### src/rtl/gcl_gate_sequencer.sv
// GCL gate sequencer: preloads two GCL entries on test start, then walks the 16 slots of the
// current entry and drives the per-flow gate mask, double-buffering the next entry from RAM.
module gcl_gate_sequencer #(
    parameter int RAM_RD_LAT = 2
) (
    input  logic         clk,
    input  logic         rst_n,
    input  logic         in_test_start,
    input  logic [3:0]   in_slot_shift_cnt,
    input  logic [8:0]   in_slot_id,
    input  logic         in_gcl_ram_rd,
    output logic         out_gcl_rd_en,
    output logic [4:0]   out_gcl_rd_addr,
    input  logic [127:0] in_gcl_rd_data,
    output logic [7:0]   out_gate_state,
    output logic         out_gate_valid,
    output logic [8:0]   out_gate_slot_id,
    output logic         out_fetch_err
);

    localparam logic [1:0] ST_IDLE = 2'd0;
    localparam logic [1:0] ST_PRE0 = 2'd1;
    localparam logic [1:0] ST_PRE1 = 2'd2;
    localparam logic [1:0] ST_RUN  = 2'd3;

    logic [1:0]            state;
    logic                  test_start_d;
    logic [3:0]            shift_q;
    logic [127:0]          cur_buf;
    logic [127:0]          next_buf;
    logic                  next_valid;
    logic [4:0]            entry_ptr;
    logic [RAM_RD_LAT-1:0] rd_pipe;
    logic [RAM_RD_LAT-1:0] rd_tag;

    logic       ts_rise;
    logic       ts_fall;
    logic       rd_ret;
    logic       ret_cur;
    logic       wrap;
    logic       busy;
    logic [4:0] next_addr;
    logic [7:0] cur_byte;

    always_comb begin
        ts_rise   = in_test_start & ~test_start_d;
        ts_fall   = ~in_test_start & test_start_d;
        rd_ret    = rd_pipe[RAM_RD_LAT-1];
        ret_cur   = rd_tag[RAM_RD_LAT-1];
        wrap      = (shift_q == 4'd15) && (in_slot_shift_cnt == 4'd0);
        // A read is outstanding from issue up to and including its return cycle.
        busy      = out_gcl_rd_en | (|rd_pipe);
        next_addr = entry_ptr + 5'd1;
        cur_byte  = cur_buf[{in_slot_shift_cnt, 3'b000} +: 8];
    end

    always_ff @(posedge clk or negedge rst_n) begin
        if (!rst_n) begin
            state            <= ST_IDLE;
            test_start_d     <= 1'b0;
            shift_q          <= '0;
            cur_buf          <= '0;
            next_buf         <= '0;
            next_valid       <= 1'b0;
            entry_ptr        <= '0;
            rd_pipe          <= '0;
            rd_tag           <= '0;
            out_gcl_rd_en    <= 1'b0;
            out_gcl_rd_addr  <= '0;
            out_gate_state   <= '0;
            out_gate_valid   <= 1'b0;
            out_gate_slot_id <= '0;
            out_fetch_err    <= 1'b0;
        end else begin
            test_start_d  <= in_test_start;
            shift_q       <= in_slot_shift_cnt;
            out_gcl_rd_en <= 1'b0;
            rd_pipe       <= RAM_RD_LAT'({rd_pipe, out_gcl_rd_en});
            // Tag marks the addr-0 preload read, which fills cur_buf rather than next_buf.
            rd_tag        <= RAM_RD_LAT'({rd_tag, (state == ST_PRE0)});

            if (ts_fall) begin
                state            <= ST_IDLE;
                cur_buf          <= '0;
                next_buf         <= '0;
                next_valid       <= 1'b0;
                entry_ptr        <= '0;
                rd_pipe          <= '0;
                rd_tag           <= '0;
                out_gcl_rd_addr  <= '0;
                out_gate_state   <= '0;
                out_gate_valid   <= 1'b0;
                out_gate_slot_id <= '0;
            end else begin
                case (state)
                    ST_IDLE: begin
                        if (ts_rise) begin
                            state           <= ST_PRE0;
                            out_gcl_rd_en   <= 1'b1;
                            out_gcl_rd_addr <= 5'd0;
                            out_fetch_err   <= 1'b0;
                        end
                    end
                    ST_PRE0: begin
                        state           <= ST_PRE1;
                        out_gcl_rd_en   <= 1'b1;
                        out_gcl_rd_addr <= 5'd1;
                    end
                    ST_PRE1: begin
                        if (rd_ret && ret_cur) begin
                            cur_buf <= in_gcl_rd_data;
                        end else if (rd_ret) begin
                            next_buf         <= in_gcl_rd_data;
                            next_valid       <= 1'b1;
                            entry_ptr        <= 5'd1;
                            state            <= ST_RUN;
                            out_gate_state   <= cur_byte;
                            out_gate_slot_id <= in_slot_id;
                            out_gate_valid   <= 1'b1;
                        end
                    end
                    default: begin
                        out_gate_slot_id <= in_slot_id;
                        out_gate_valid   <= 1'b1;
                        if (wrap) begin
                            cur_buf        <= next_valid ? next_buf : '0;
                            out_gate_state <= next_valid ? next_buf[7:0] : 8'h00;
                            next_valid     <= 1'b0;
                            if (!next_valid) begin
                                out_fetch_err <= 1'b1;
                            end
                        end else begin
                            out_gate_state <= cur_byte;
                        end
                        // A return coinciding with the wrap lands after the swap.
                        if (rd_ret) begin
                            next_buf   <= in_gcl_rd_data;
                            next_valid <= 1'b1;
                        end
                        if (in_gcl_ram_rd) begin
                            if (busy) begin
                                out_fetch_err <= 1'b1;
                            end else begin
                                entry_ptr       <= next_addr;
                                out_gcl_rd_en   <= 1'b1;
                                out_gcl_rd_addr <= next_addr;
                            end
                        end
                    end
                endcase
            end
        end
    end

endmodule

### config.mk
export PLATFORM = sky130hd
export DESIGN_NAME = gcl_gate_sequencer
export DESIGN_NICKNAME = d
export VERILOG_FILES = /design/src/rtl/gcl_gate_sequencer.sv
export SDC_FILE = /design/constraint.sdc
export NUM_CORES = 1
export LEC_CHECK = 0
export BUFFER_PORTS_ARGS = -buffer_cell sky130_fd_sc_hd__buf_2
export CAP_MARGIN = 20
export CORE_ASPECT_RATIO = 1.4
export CORE_UTILIZATION = 60
export CTS_BUF_LIST = sky130_fd_sc_hd__clkbuf_8 sky130_fd_sc_hd__clkbuf_16
export DETAILED_ROUTE_END_ITERATION = 16
export PLACE_DENSITY = 0.81
export SLEW_MARGIN = 20
export SYNTH_ARGS = -nofsm -noshare
export SYNTH_HDL_FRONTEND = slang
export SYNTH_SLANG_ARGS = --single-unit
### constraint.sdc
create_clock -name clk -period 5.3 [get_ports clk]
set_input_delay 1.06 -clock clk [delete_from_list [all_inputs] [get_ports clk]]
set_output_delay 1.06 -clock clk [all_outputs]
set_load 0.005 [all_outputs]
==> impl_metrics.py, run 1 <==
metrics = {
    "clocking": {
        "cts_resized": 0,
        "clock-sinks": 298,
        "holdBufCountCts": 0,
        "h-tree-depth": 1,
        "insertion_delay_ns": 0.55,
        "clk_pin_slew_ns": 0.06,
        "cts-root-buf": "clkbuf_16",
        "cts_buffer_depth": 3,
        "tritoncts": "done",
        "cts_buffers": 29,
        "post_cts_buffers": 0,
    },
    "timing": {
        "final.period_utilization_pct": 63.4,
        "drv_slew": 0,
        "finalWorstSetupSlack_ns": 1.94,
        "fin_crit_ns": 3.36,
        "slew_headroom_pct": 34.8,
        "max_freq_ghz": 0.298,
        "finalSetupTns_ns": 0,
        "worst_pin_slew_ns": 0.978,
        "skew_ns": 0.0113,
        "finalSetupViolCount": 0,
        "hold_violations": 0,
        "rsz0062_at_grt": "false",
    },
    "synthesis": {
        "synth-simple-area-share_pct": 13.7,
        "ys_seq_elements": 298,
        "synth_compound_area_share_pct": 13.2,
        "ys_async_sr_fraction_pct": 100,
        "synth_ff_type": "dfrtp_1",
        "synth_cell_type_count": 42,
        "synthXorXnorAreaFrac_pct": 0.174,
        "yosysWarnings": 0,
        "yosysSeqAreaShare_pct": 49.4,
        "netlist_area_sq_um": 15100,
        "syn_inst": 1365,
        "synth_top_family_by_area": "multiplexers",
        "synth_edf_count": 0,
        "synth_fp_nets": 1518,
        "synth_fa_ha_area_share_pct": 0.662,
        "synthMuxAreaShare_pct": 18.9,
        "syn_avg_cell_area_sq_um": 11.1,
    },
    "setup_path": {
        "worstSetupEndpointType": "register",
        "cp_slowest_stage_delay_ns": 0.75,
        "worstPathRequired_ns": 5.73,
        "arrival_ns": 3.79,
        "crit_type": "reg2reg",
        "start_kind": "register",
        "crit_top_cell": "inv_1",
        "path_cells": "inv_1, ha_4, buf_4, inv_1, a21o_1, and2_1, a22o_1",
        "cp_max_fo": 77,
        "crit_path_top_delay_cell": "buf_4",
        "path_delay_family": "buffers and inverters",
        "crit_buf_inv": 3,
    },
    "grt": {
        "grt_start_max_net_pins": 139,
        "antenna_found_initial": 1,
        "overflow": 0,
        "grt_pass1_vias": 10700,
        "grt_usage_pct": 30.0,
        "grt_pass1_wl_um": 59600,
    },
    "detailed_routing": {
        "vias": 10800,
        "via_per_inst": 6.03,
        "routed_wl_um": 37700,
        "antenna_left": 0,
        "drtPass1Iterations": 5,
        "wl_per_cell_um": 21.0,
        "drt_iter0_drc": 729,
        "drc": 0,
    },
    "placement": {
        "dp.cells": 1743,
        "hpwlAfterDp_um": 25700,
        "place.gp.congestion": 0.923,
        "dp_slack_ns": 1.81,
        "portBuffers": 169,
    },
    "die": {
        "fp.dieW_um": 136,
        "die_area_sq_um": 25800,
        "core.rowCount": 68,
        "core_area_sq_um": 24700,
        "ios": 170,
        "initial_core_util_pct": 61.2,
        "die_h_um": 190,
    },
    "pwr": {
        "power_w": 0.00937,
        "p_leak_nw": 8.26,
        "power.density_nw_per_um2": 551,
        "ir_drop_uv": 370,
    },
    "flow_run": {
        "drv_cap": 0,
    },
    "cells_and_area": {
        "fin_util_pct": 68.9,
        "area_growth_pct": 12.4,
        "final_layout_size_suffix_gt1_share_pct": 27.9,
        "fin_nets": 1612,
        "num-fill-cells": 1773,
        "diodes": 0,
        "instances_no_fill": 1794,
    },
    "status": {
        "status": "completed",
    },
    "worst_hold_path": {
        "worstHoldPathType": "reg2reg",
    },
}
[stage by stage]
stage          hold slack [ns]  instance area [sq um]
2_1_floorplan            0.439                  15100
3_3_place_gp             0.457                  16000
3_5_place_dp             0.458                  16000
4_1_cts                  0.480                  17000
5_1_grt                  0.503                  17000
6_report                 0.471                  17000
[final timing paths]
| kind | from | end | slack, ns | cells past startpoint |
|---|---|---|---|---|
| min reg2reg | out_gate_valid$_DFFE_PN0P_ | out_gate_valid$_DFFE_PN0P_ | 0.47 | 2 |
| min in group asynchronous | rst_n | next_buf[40]$_DFFE_PN0P_ | 0.56 | 1 |
| min | out_gate_valid$_DFFE_PN0P_ | out_gate_valid$_DFFE_PN0P_ | 0.47 | 2 |
| max in group asynchronous | rst_n | next_buf[105]$_DFFE_PN0P_ | 3.54 | 2 |
| max reg2reg | state[0]$_DFFE_PN0P_ | out_gate_slot_id[1]$_DFFE_PN0P_ | 1.94 | 7 |
| max | state[0]$_DFFE_PN0P_ | out_gate_slot_id[1]$_DFFE_PN0P_ | 1.94 | 7 |
[cells in the final DEF (no fill, tap or decap), drive strengths merged, types with 6 or more instances in the layout]
cell and count:
mux2 141, inv 11, nor2b 6, o31ai 7, nor2 133, o211ai 9, ha 8, o21ai 132
nand2 139, a22oi 135, mux4 32, nand2b 131, clkbuf 37, nand4 8, mux2i 10, a22o 9
dfrtp 298, buf 184
[sequential cells by signal, summed over array words and instances (netlist names), 4 cells and up]
signal            flops
next_buf            128
out_gcl_rd_addr       5
entry_ptr             5
cur_buf             128
out_gate_state        8
shift_q               4
out_gate_slot_id      9
[worst reg2reg max path: stages, from the launching register on]
cell and delay [ns]:
dfrtp_1 0.41, inv_1 0.13, ha_4 0.72, buf_4 0.77, inv_1 0.26, a21o_1 0.33
and2_1 0.34, a22o_1 0.29
[synth_stat cells, types with 2 or more instances]
| library cell | count | area share (%) |
|---|---|---|
| ha_1 | 8 | 0.66 |
| nand4b_1 | 3 | 0.17 |
| nor2b_1 | 6 | 0.25 |
| buf_2 | 8 | 0.26 |
| a221o_1 | 2 | 0.13 |
| dfrtp_1 | 298 | 49 |
| nand2_1 | 139 | 3.5 |
| a211oi_1 | 2 | 0.099 |
| o21ai_0 | 132 | 4.4 |
| mux2_4 | 120 | 12 |
| a22oi_1 | 135 | 6.7 |
| nand4_1 | 8 | 0.33 |
| mux2_2 | 21 | 1.6 |
| or4b_2 | 2 | 0.13 |
| o31ai_1 | 7 | 0.35 |
| nor3_1 | 5 | 0.17 |
| buf_6 | 15 | 1.1 |
| inv_1 | 7 | 0.17 |
| nor2_1 | 133 | 3.3 |
| nand2b_1 | 131 | 5.4 |
| buf_1 | 5 | 0.12 |
| or3_1 | 2 | 0.083 |
| xor2_1 | 2 | 0.12 |
| o2bb2ai_1 | 2 | 0.12 |
| a21oi_1 | 5 | 0.17 |
| clkbuf_1 | 93 | 2.3 |
| o211ai_1 | 9 | 0.45 |
| mux4_2 | 32 | 4.8 |
| a22o_1 | 9 | 0.52 |
| nand3_1 | 3 | 0.099 |
| mux2i_1 | 10 | 0.66 |
[where the power goes]
| part | switching [W] | internal [W] | leakage (nW) |
|---|---|---|---|
| sequential | 0.000805 | 0.00322 | 3.90 |
| clock | 0.000886 | 0.00125 | 0.487 |
| combinational | 0.00164 | 0.00156 | 3.87 |
| total | 0.00334 | 0.00603 | 8.26 |
[cell families after synthesis]
kind of cell,after synthesis
fa+ha+maj,8
flops,298
buf+inv,128
xor+xnor,3
mux,183
compound gates,309
simple gates,436
[routing by layer]
metal / vias up / wire (um) / track usage (%) / part of all wire [%]
li1: 4986 / - / - / -
met1: 5426 / 15300 / 39.7 / 41
met2: 323 / 19100 / 50.0 / 51
met3: 81 / 1690 / 3.44 / 4.5
met4: 2 / 1570 / 12.3 / 4.2
met5: - / 15 / 0 / 0.040
[final cells by class]
cell class	instances	area, sq um	area share (%)
inverters	7	26.3	0.155
clock inverters	14	156	0.921
flip-flops and latches	298	7460	43.9
multi-input cells	939	7100	41.8
well taps	315	394	2.32
clock buffers	37	836	4.92
repair buffers	184	1020	5.99
Note: power is estimated with default switching activity, not from simulation.
==> run 2, diff against run 1 <==
--- a/config.mk
+++ b/config.mk
@@ -5,13 +5,14 @@
 export SDC_FILE = /design/constraint.sdc
 export NUM_CORES = 1
 export LEC_CHECK = 0
+export ABC_AREA = 1
 export BUFFER_PORTS_ARGS = -buffer_cell sky130_fd_sc_hd__buf_2
 export CAP_MARGIN = 20
 export CORE_ASPECT_RATIO = 1.4
-export CORE_UTILIZATION = 60
+export CORE_UTILIZATION = 59
 export CTS_BUF_LIST = sky130_fd_sc_hd__clkbuf_8 sky130_fd_sc_hd__clkbuf_16
 export DETAILED_ROUTE_END_ITERATION = 16
-export PLACE_DENSITY = 0.81
+export PLACE_DENSITY = 0.8
 export SLEW_MARGIN = 20
 export SYNTH_ARGS = -nofsm -noshare
 export SYNTH_HDL_FRONTEND = slang
==> constraint.sdc (replaced) <==
create_clock -name clk -period 3.1 [get_ports clk]
set_input_delay 0.62 -clock clk [delete_from_list [all_inputs] [get_ports clk]]
set_output_delay 0.62 -clock clk [all_outputs]
set_load 0.005 [all_outputs]
==> run 2 against run 1 <==
Sequential power is 55% higher; count of clock-buffer cells in the layout fell by 4; power increased by 62%; critical endpoint is now next_buf[36]$_DFFE_PN0P_; highest routed layer unchanged.
==> impl_metrics.py, run 2 <==
metrics = {
    "status": {
        "status": "completed",
    },
    "synthesis": {
        "yosysSeqAreaShare_pct": 49.8,
        "synth_ff_type": "dfrtp_1",
        "synth_edf_count": 0,
        "synth_fp_nets": 2026,
        "ys_seq_elements": 298,
        "yosysTopAreaCellShare_pct": 49.8,
        "yosysMostFrequentCell": "nand2_1",
        "netlist_area_sq_um": 15000,
        "syn_inst": 1873,
        "ys_top_cells_by_count": "nand2_1 (402), dfrtp_1 (298), nand3_1 (224)",
        "yosysWarnings": 0,
        "synth_area_leader_cell": "dfrtp_1",
        "syn_avg_cell_area_sq_um": 8.00,
        "synth_cell_type_count": 31,
        "synth_area_leaders": "dfrtp_1 (50%), nand2_1 (10%), nand3_1 (7.5%)",
        "ys_async_sr_fraction_pct": 100,
    },
    "timing": {
        "hold_violations": 0,
        "finalSetupTns_ns": 0,
        "holdWs_ns": 0.209,
        "max_freq_ghz": 0.380,
        "finalWorstSetupSlack_ns": 0.467,
        "drv_slew": 0,
        "worst_pin_slew_ns": 1.07,
        "rsz0062_at_grt": "false",
        "slew_headroom_pct": 28.7,
        "skew_ns": 0.00842,
        "final.period_utilization_pct": 84.9,
        "fin_crit_ns": 2.63,
        "finalSetupViolCount": 0,
    },
    "placement": {
        "place.gp.congestion": 0.874,
        "hpwlAfterDp_um": 22300,
        "dp.cells": 2237,
        "dp_slack_ns": 0.316,
        "portBuffers": 169,
    },
    "detailed_routing": {
        "antenna_left": 0,
        "wl_per_cell_um": 15.6,
        "via_per_inst": 5.62,
        "drtPass1Iterations": 5,
        "drc": 0,
        "vias": 12900,
        "routed_wl_um": 35900,
        "drt_iter0_drc": 991,
    },
    "grt": {
        "grt_start_max_net_pins": 257,
        "grt_pass1_vias": 11900,
        "grt_usage_pct": 28.2,
        "antenna_found_initial": 4,
        "overflow": 0,
        "grt_pass1_wl_um": 58900,
    },
    "die": {
        "core_area_sq_um": 24800,
        "die_h_um": 191,
        "ios": 170,
        "die_area_sq_um": 26000,
        "initial_core_util_pct": 60.5,
        "fp.dieW_um": 137,
        "core.rowCount": 68,
    },
    "clocking": {
        "cts-root-buf": "clkbuf_16",
        "clock-sinks": 298,
        "tritoncts": "done",
        "cts_buffer_depth": 3,
        "clk_pin_slew_ns": 0.06,
        "insertion_delay_ns": 0.55,
        "cts_buffers": 29,
        "post_cts_buffers": 0,
        "h-tree-depth": 1,
    },
    "cells_and_area": {
        "final_layout_size_suffix_gt1_share_pct": 14.6,
        "fin_util_pct": 67.1,
        "fin_nets": 2107,
        "layout_commonest_cell": "nand2_1",
        "instances_no_fill": 2292,
        "top_regs": "cur_buf x128, next_buf x128, out_gate_slot_id x9",
        "area_growth_pct": 10.9,
        "final_cell_mix": "nand2_1 (401), dfrtp_1 (298), inv_1 (225), nand3_1 (224), buf_2 (168)",
    },
    "pwr": {
        "power.density_nw_per_um2": 915,
        "p_leak_nw": 7.98,
        "ir_drop_uv": 919,
    },
    "setup_path": {
        "arrival_ns": 3.08,
        "cp_max_fo": 248,
        "crit_type": "reg2reg",
        "worstPathRequired_ns": 3.55,
        "start_kind": "register",
        "worstSetupEndpointType": "register",
    },
    "worst_hold_path": {
        "worstHoldPathType": "in2reg",
    },
    "flow_run": {
        "drv_cap": 0,
    },
}
[run 2: changes by cell type after synthesis, moves of 36 or more]
cell / change
mux2_4: -120
o21ai_1: +132
a31oi_1: +127
nand2b_1: -131
nand2_1: +263
inv_1: +208
o21ai_2: +36
nand3_1: +221
a22oi_1: -135
clkbuf_1: -42
[run 2: through the flow]
step	power, W	instance area [sq um]
after global placement	0.0116	15700
after detailed placement	0.0118	15700
final	0.0152	16600
after floorplan	0.0106	15000
after CTS	0.0153	16600
after global routing	0.0164	16600
[run 2: final timing paths]
path | start | cells past startpoint | slack (ns) | end
worst max-delay path | state[0]$_DFFE_PN0P_ | 10 | 0.47 | next_buf[36]$_DFFE_PN0P_
worst min-delay path | in_test_start | 1 | 0.21 | test_start_d$_DFF_PN0_
worst max register to register | state[0]$_DFFE_PN0P_ | 10 | 0.47 | next_buf[36]$_DFFE_PN0P_
worst min register to register | out_gcl_rd_addr[0]$_DFFE_PN0P_ | 2 | 0.48 | out_gcl_rd_addr[0]$_DFFE_PN0P_
max in group asynchronous | rst_n | 3 | 1.82 | next_buf[67]$_DFFE_PN0P_
min in group asynchronous | rst_n | 2 | 0.44 | next_buf[120]$_DFFE_PN0P_
[run 2: logic make-up (layout without fill, tap and decap cells)]
logic type | count (synthesis) | count (layout) | synth area share (%)
flip-flops | 298 | 298 | 49.8
AND/OR/NAND/NOR | 786 | 786 | 21.9
other | 0 | 2 | 0
XOR/XNOR | 3 | 3 | 0.175
AO/OA/AOI/OAI | 417 | 417 | 16.3
adder cells (fa/ha/maj) | 8 | 8 | 0.668
buffers and inverters | 361 | 463 | 11.1
[run 2: power by group]
group	total [W]	switching (W)	internal (W)
clock network	0.00344	0.00149	0.00195
logic	0.00555	0.00369	0.00187
registers	0.00622	0.000706	0.00551
[run 2: critical path: stages (launching register included)]
cell and delay (ns):
dfrtp_1 0.37, inv_1 0.10, ha_1 0.28, inv_2 0.10, nand2_2 0.10, nand2_2 0.17
nand2_2 0.16, nor2_4 0.14, buf_12 0.63, nand3_1 0.15, o21ai_0 0.15
[run 2: what timing repair did]
action,in CTS,in global routing
resized for setup,0,0
endpoints found under the hold margin,2,0
hold buffers,1,0
[run 2: final cells by class]
class,instances,area [sq um]
Clock inverter,19,134
Fill cell,2049,8140
Multi-Input combinational cell,1214,5890
Sequential cell,298,7460
Inverter,219,827
Clock buffer,33,781
Antenna cell,2,5.00
Tap cell,315,394
Timing Repair Buffer,192,1130
[run 2: layer usage]
layer	global-route usage, %	part of all wire, %
met5	0	0.028
met4	8.38	2.4
met3	4.28	6.0
met2	45.6	48
met1	39.2	44
==> run 3, diff against run 2 <==
--- a/config.mk
+++ b/config.mk
@@ -9,10 +9,10 @@
 export BUFFER_PORTS_ARGS = -buffer_cell sky130_fd_sc_hd__buf_2
 export CAP_MARGIN = 20
 export CORE_ASPECT_RATIO = 1.4
-export CORE_UTILIZATION = 59
+export CORE_UTILIZATION = 53
 export CTS_BUF_LIST = sky130_fd_sc_hd__clkbuf_8 sky130_fd_sc_hd__clkbuf_16
 export DETAILED_ROUTE_END_ITERATION = 16
-export PLACE_DENSITY = 0.8
+export PLACE_DENSITY = 0.76
 export SLEW_MARGIN = 20
 export SYNTH_ARGS = -nofsm -noshare
 export SYNTH_HDL_FRONTEND = slang
==> constraint.sdc (replaced) <==
create_clock -name clk -period 2.1 [get_ports clk]
set_input_delay 0.42 -clock clk [delete_from_list [all_inputs] [get_ports clk]]
set_output_delay 0.42 -clock clk [all_outputs]
set_load 0.005 [all_outputs]
==> run 3 against run 2 <==
Clock power grew 81%; routed wire length increased by 11%; critical path type is now in2reg; sequential share of layout area shrank 2.8 points; utilization decreased by 3.2 points; largest cell class unchanged; power up 63%; count of clock-buffer cells in the layout increased by 6.
==> impl_metrics.py, run 3 (synthesis results as in run 2) <==
metrics = {
    "status": {
        "status": "completed",
    },
    "detailed_routing": {
        "drtPass1Iterations": 5,
        "via_per_inst": 5.58,
        "wl_per_cell_um": 16.5,
        "routed_wl_um": 39700,
        "vias": 13400,
        "drt_iter0_drc": 1404,
        "drc": 0,
        "antenna_left": 0,
    },
    "pwr": {
        "ir_drop_uv": 839,
        "p_leak_nw": 8.45,
        "power.density_nw_per_um2": 1400,
    },
    "grt": {
        "grt_pass1_wl_um": 62500,
        "overflow": 0,
        "antenna_found_initial": 2,
        "grt_usage_pct": 27.1,
        "grt_start_max_net_pins": 94,
        "grt_pass1_vias": 12700,
    },
    "timing": {
        "finalWorstSetupSlack_ns": 0.0310,
        "holdWs_ns": 0.0809,
        "finalSetupTns_ns": 0,
        "slew_headroom_pct": 55.7,
        "drv_slew": 0,
        "final.period_utilization_pct": 98.5,
        "worst_pin_slew_ns": 0.664,
        "fin_crit_ns": 2.07,
        "finalSetupViolCount": 0,
        "skew_ns": 0.0170,
        "hold_violations": 0,
        "max_freq_ghz": 0.483,
        "rsz0062_at_grt": "true",
    },
    "die": {
        "die_area_sq_um": 28900,
        "core.rowCount": 72,
        "initial_core_util_pct": 54.0,
        "fp.dieW_um": 144,
        "die_h_um": 201,
        "core_area_sq_um": 27700,
        "ios": 170,
    },
    "worst_hold_path": {
        "worstHoldPathType": "in2reg",
    },
    "cells_and_area": {
        "fin_nets": 2164,
        "layout_commonest_cell": "nand2_1",
        "num-fill-cells": 2402,
        "top_regs": "cur_buf x128, next_buf x128, out_gate_slot_id x9",
        "final_cell_mix": "nand2_1 (401), dfrtp_1 (298), nand3_1 (222), inv_1 (212), buf_2 (168)",
        "area_growth_pct": 18.4,
        "final_layout_size_suffix_gt1_share_pct": 17.9,
        "fin_util_pct": 63.9,
    },
    "clocking": {
        "clock-sinks": 298,
        "cts_buffer_depth": 3,
        "tritoncts": "done",
        "cts_buffers": 30,
        "cts-root-buf": "clkbuf_16",
        "h-tree-depth": 1,
        "clk_pin_slew_ns": 0.06,
        "insertion_delay_ns": 0.58,
    },
    "placement": {
        "place.gp.congestion": 0.866,
        "hpwlAfterDp_um": 25600,
        "portBuffers": 169,
        "dp_slack_ns": -0.000601,
    },
    "flow_run": {
        "drv_cap": 0,
    },
    "setup_path": {
        "worstPathRequired_ns": 2.54,
        "cp_max_fo": 38,
        "arrival_ns": 2.51,
        "worstSetupEndpointType": "register",
        "crit_type": "in2reg",
        "start_kind": "input pin",
    },
}
## run 3: changes by cell type in the layout (fill, tap and decap cells not counted), sizes merged
cell,before,now
clkinvlp,0,5
buf,191,241
dlygate4sd3,1,3
bufinv,2,7
clkbuf,33,43
inv,232,220
## run 3: timing repair
action	4_1_cts	5_1_grt
resized for setup	0	11
endpoints found under the hold margin	38	0
hold buffers	3	0
endpoints found under the setup margin	0	199
buffers inserted	0	2
## run 3: critical path: stages
cell,delay (ns)
dlygate4sd3_1,0.54
buf_2,0.14
inv_1,0.08
ha_2,0.23
inv_2,0.07
nand2_2,0.09
inv_2,0.06
a22oi_2,0.23
nand2_8,0.20
clkbuf_16,0.28
nand2_1,0.08
o21ai_1,0.06
## run 3: stage by stage
stage,instances,total power (W),instance area (sq um)
2_1_floorplan,1873,0.0157,15000
3_3_place_gp,2339,0.0177,16300
3_5_place_dp,2339,0.0180,16300
4_1_cts,2398,0.0244,17500
5_1_grt,2406,0.0265,17700
6_report,2407,0.0248,17700
## run 3: where the power goes
part	total [W]	switching, W	leakage, nW	internal (W)
clock	0.00621	0.00237	0.564	0.00384
combinational	0.00934	0.00589	3.99	0.00345
sequential	0.00922	0.00109	3.90	0.00813
total	0.0248	0.00935	8.45	0.0154
## run 3: worst paths after layout
kind,from,endpoint,cells past startpoint,slack (ns)
hold / removal,in_slot_id[3],out_gate_slot_id[3]$_DFFE_PN0P_,2,0.08
min in group asynchronous,rst_n,next_buf[122]$_DFFE_PN0P_,2,0.35
hold reg to reg,rd_tag[0]$_DFF_PN0_,rd_tag[1]$_DFF_PN0_,2,0.47
setup reg to reg,state[0]$_DFFE_PN0P_,cur_buf[2]$_DFFE_PN0P_,10,0.04
max in group asynchronous,rst_n,next_buf[20]$_DFFE_PN0P_,3,0.95
setup / recovery,in_test_start,cur_buf[2]$_DFFE_PN0P_,12,0.03
## run 3: cell type report
type,instances,area [sq um],share of cell area (%)
Clock inverter,17,282,1.59
Timing Repair Buffer,248,1890,10.7
Tap cell,370,463,2.61
Clock buffer,39,886,5.00
Antenna cell,2,5.00,0.0282
Sequential cell,298,7460,42.1
Inverter,219,831,4.69
Multi-Input combinational cell,1214,5910,33.3
## run 3: layer usage
metal	vias up	wire length (um)	global-route usage, %
li1	6413	-	-
met5	-	13	0
met4	2	1280	10.1
met1	6467	16800	36.5
met2	466	19000	44.2
met3	80	2550	3.58
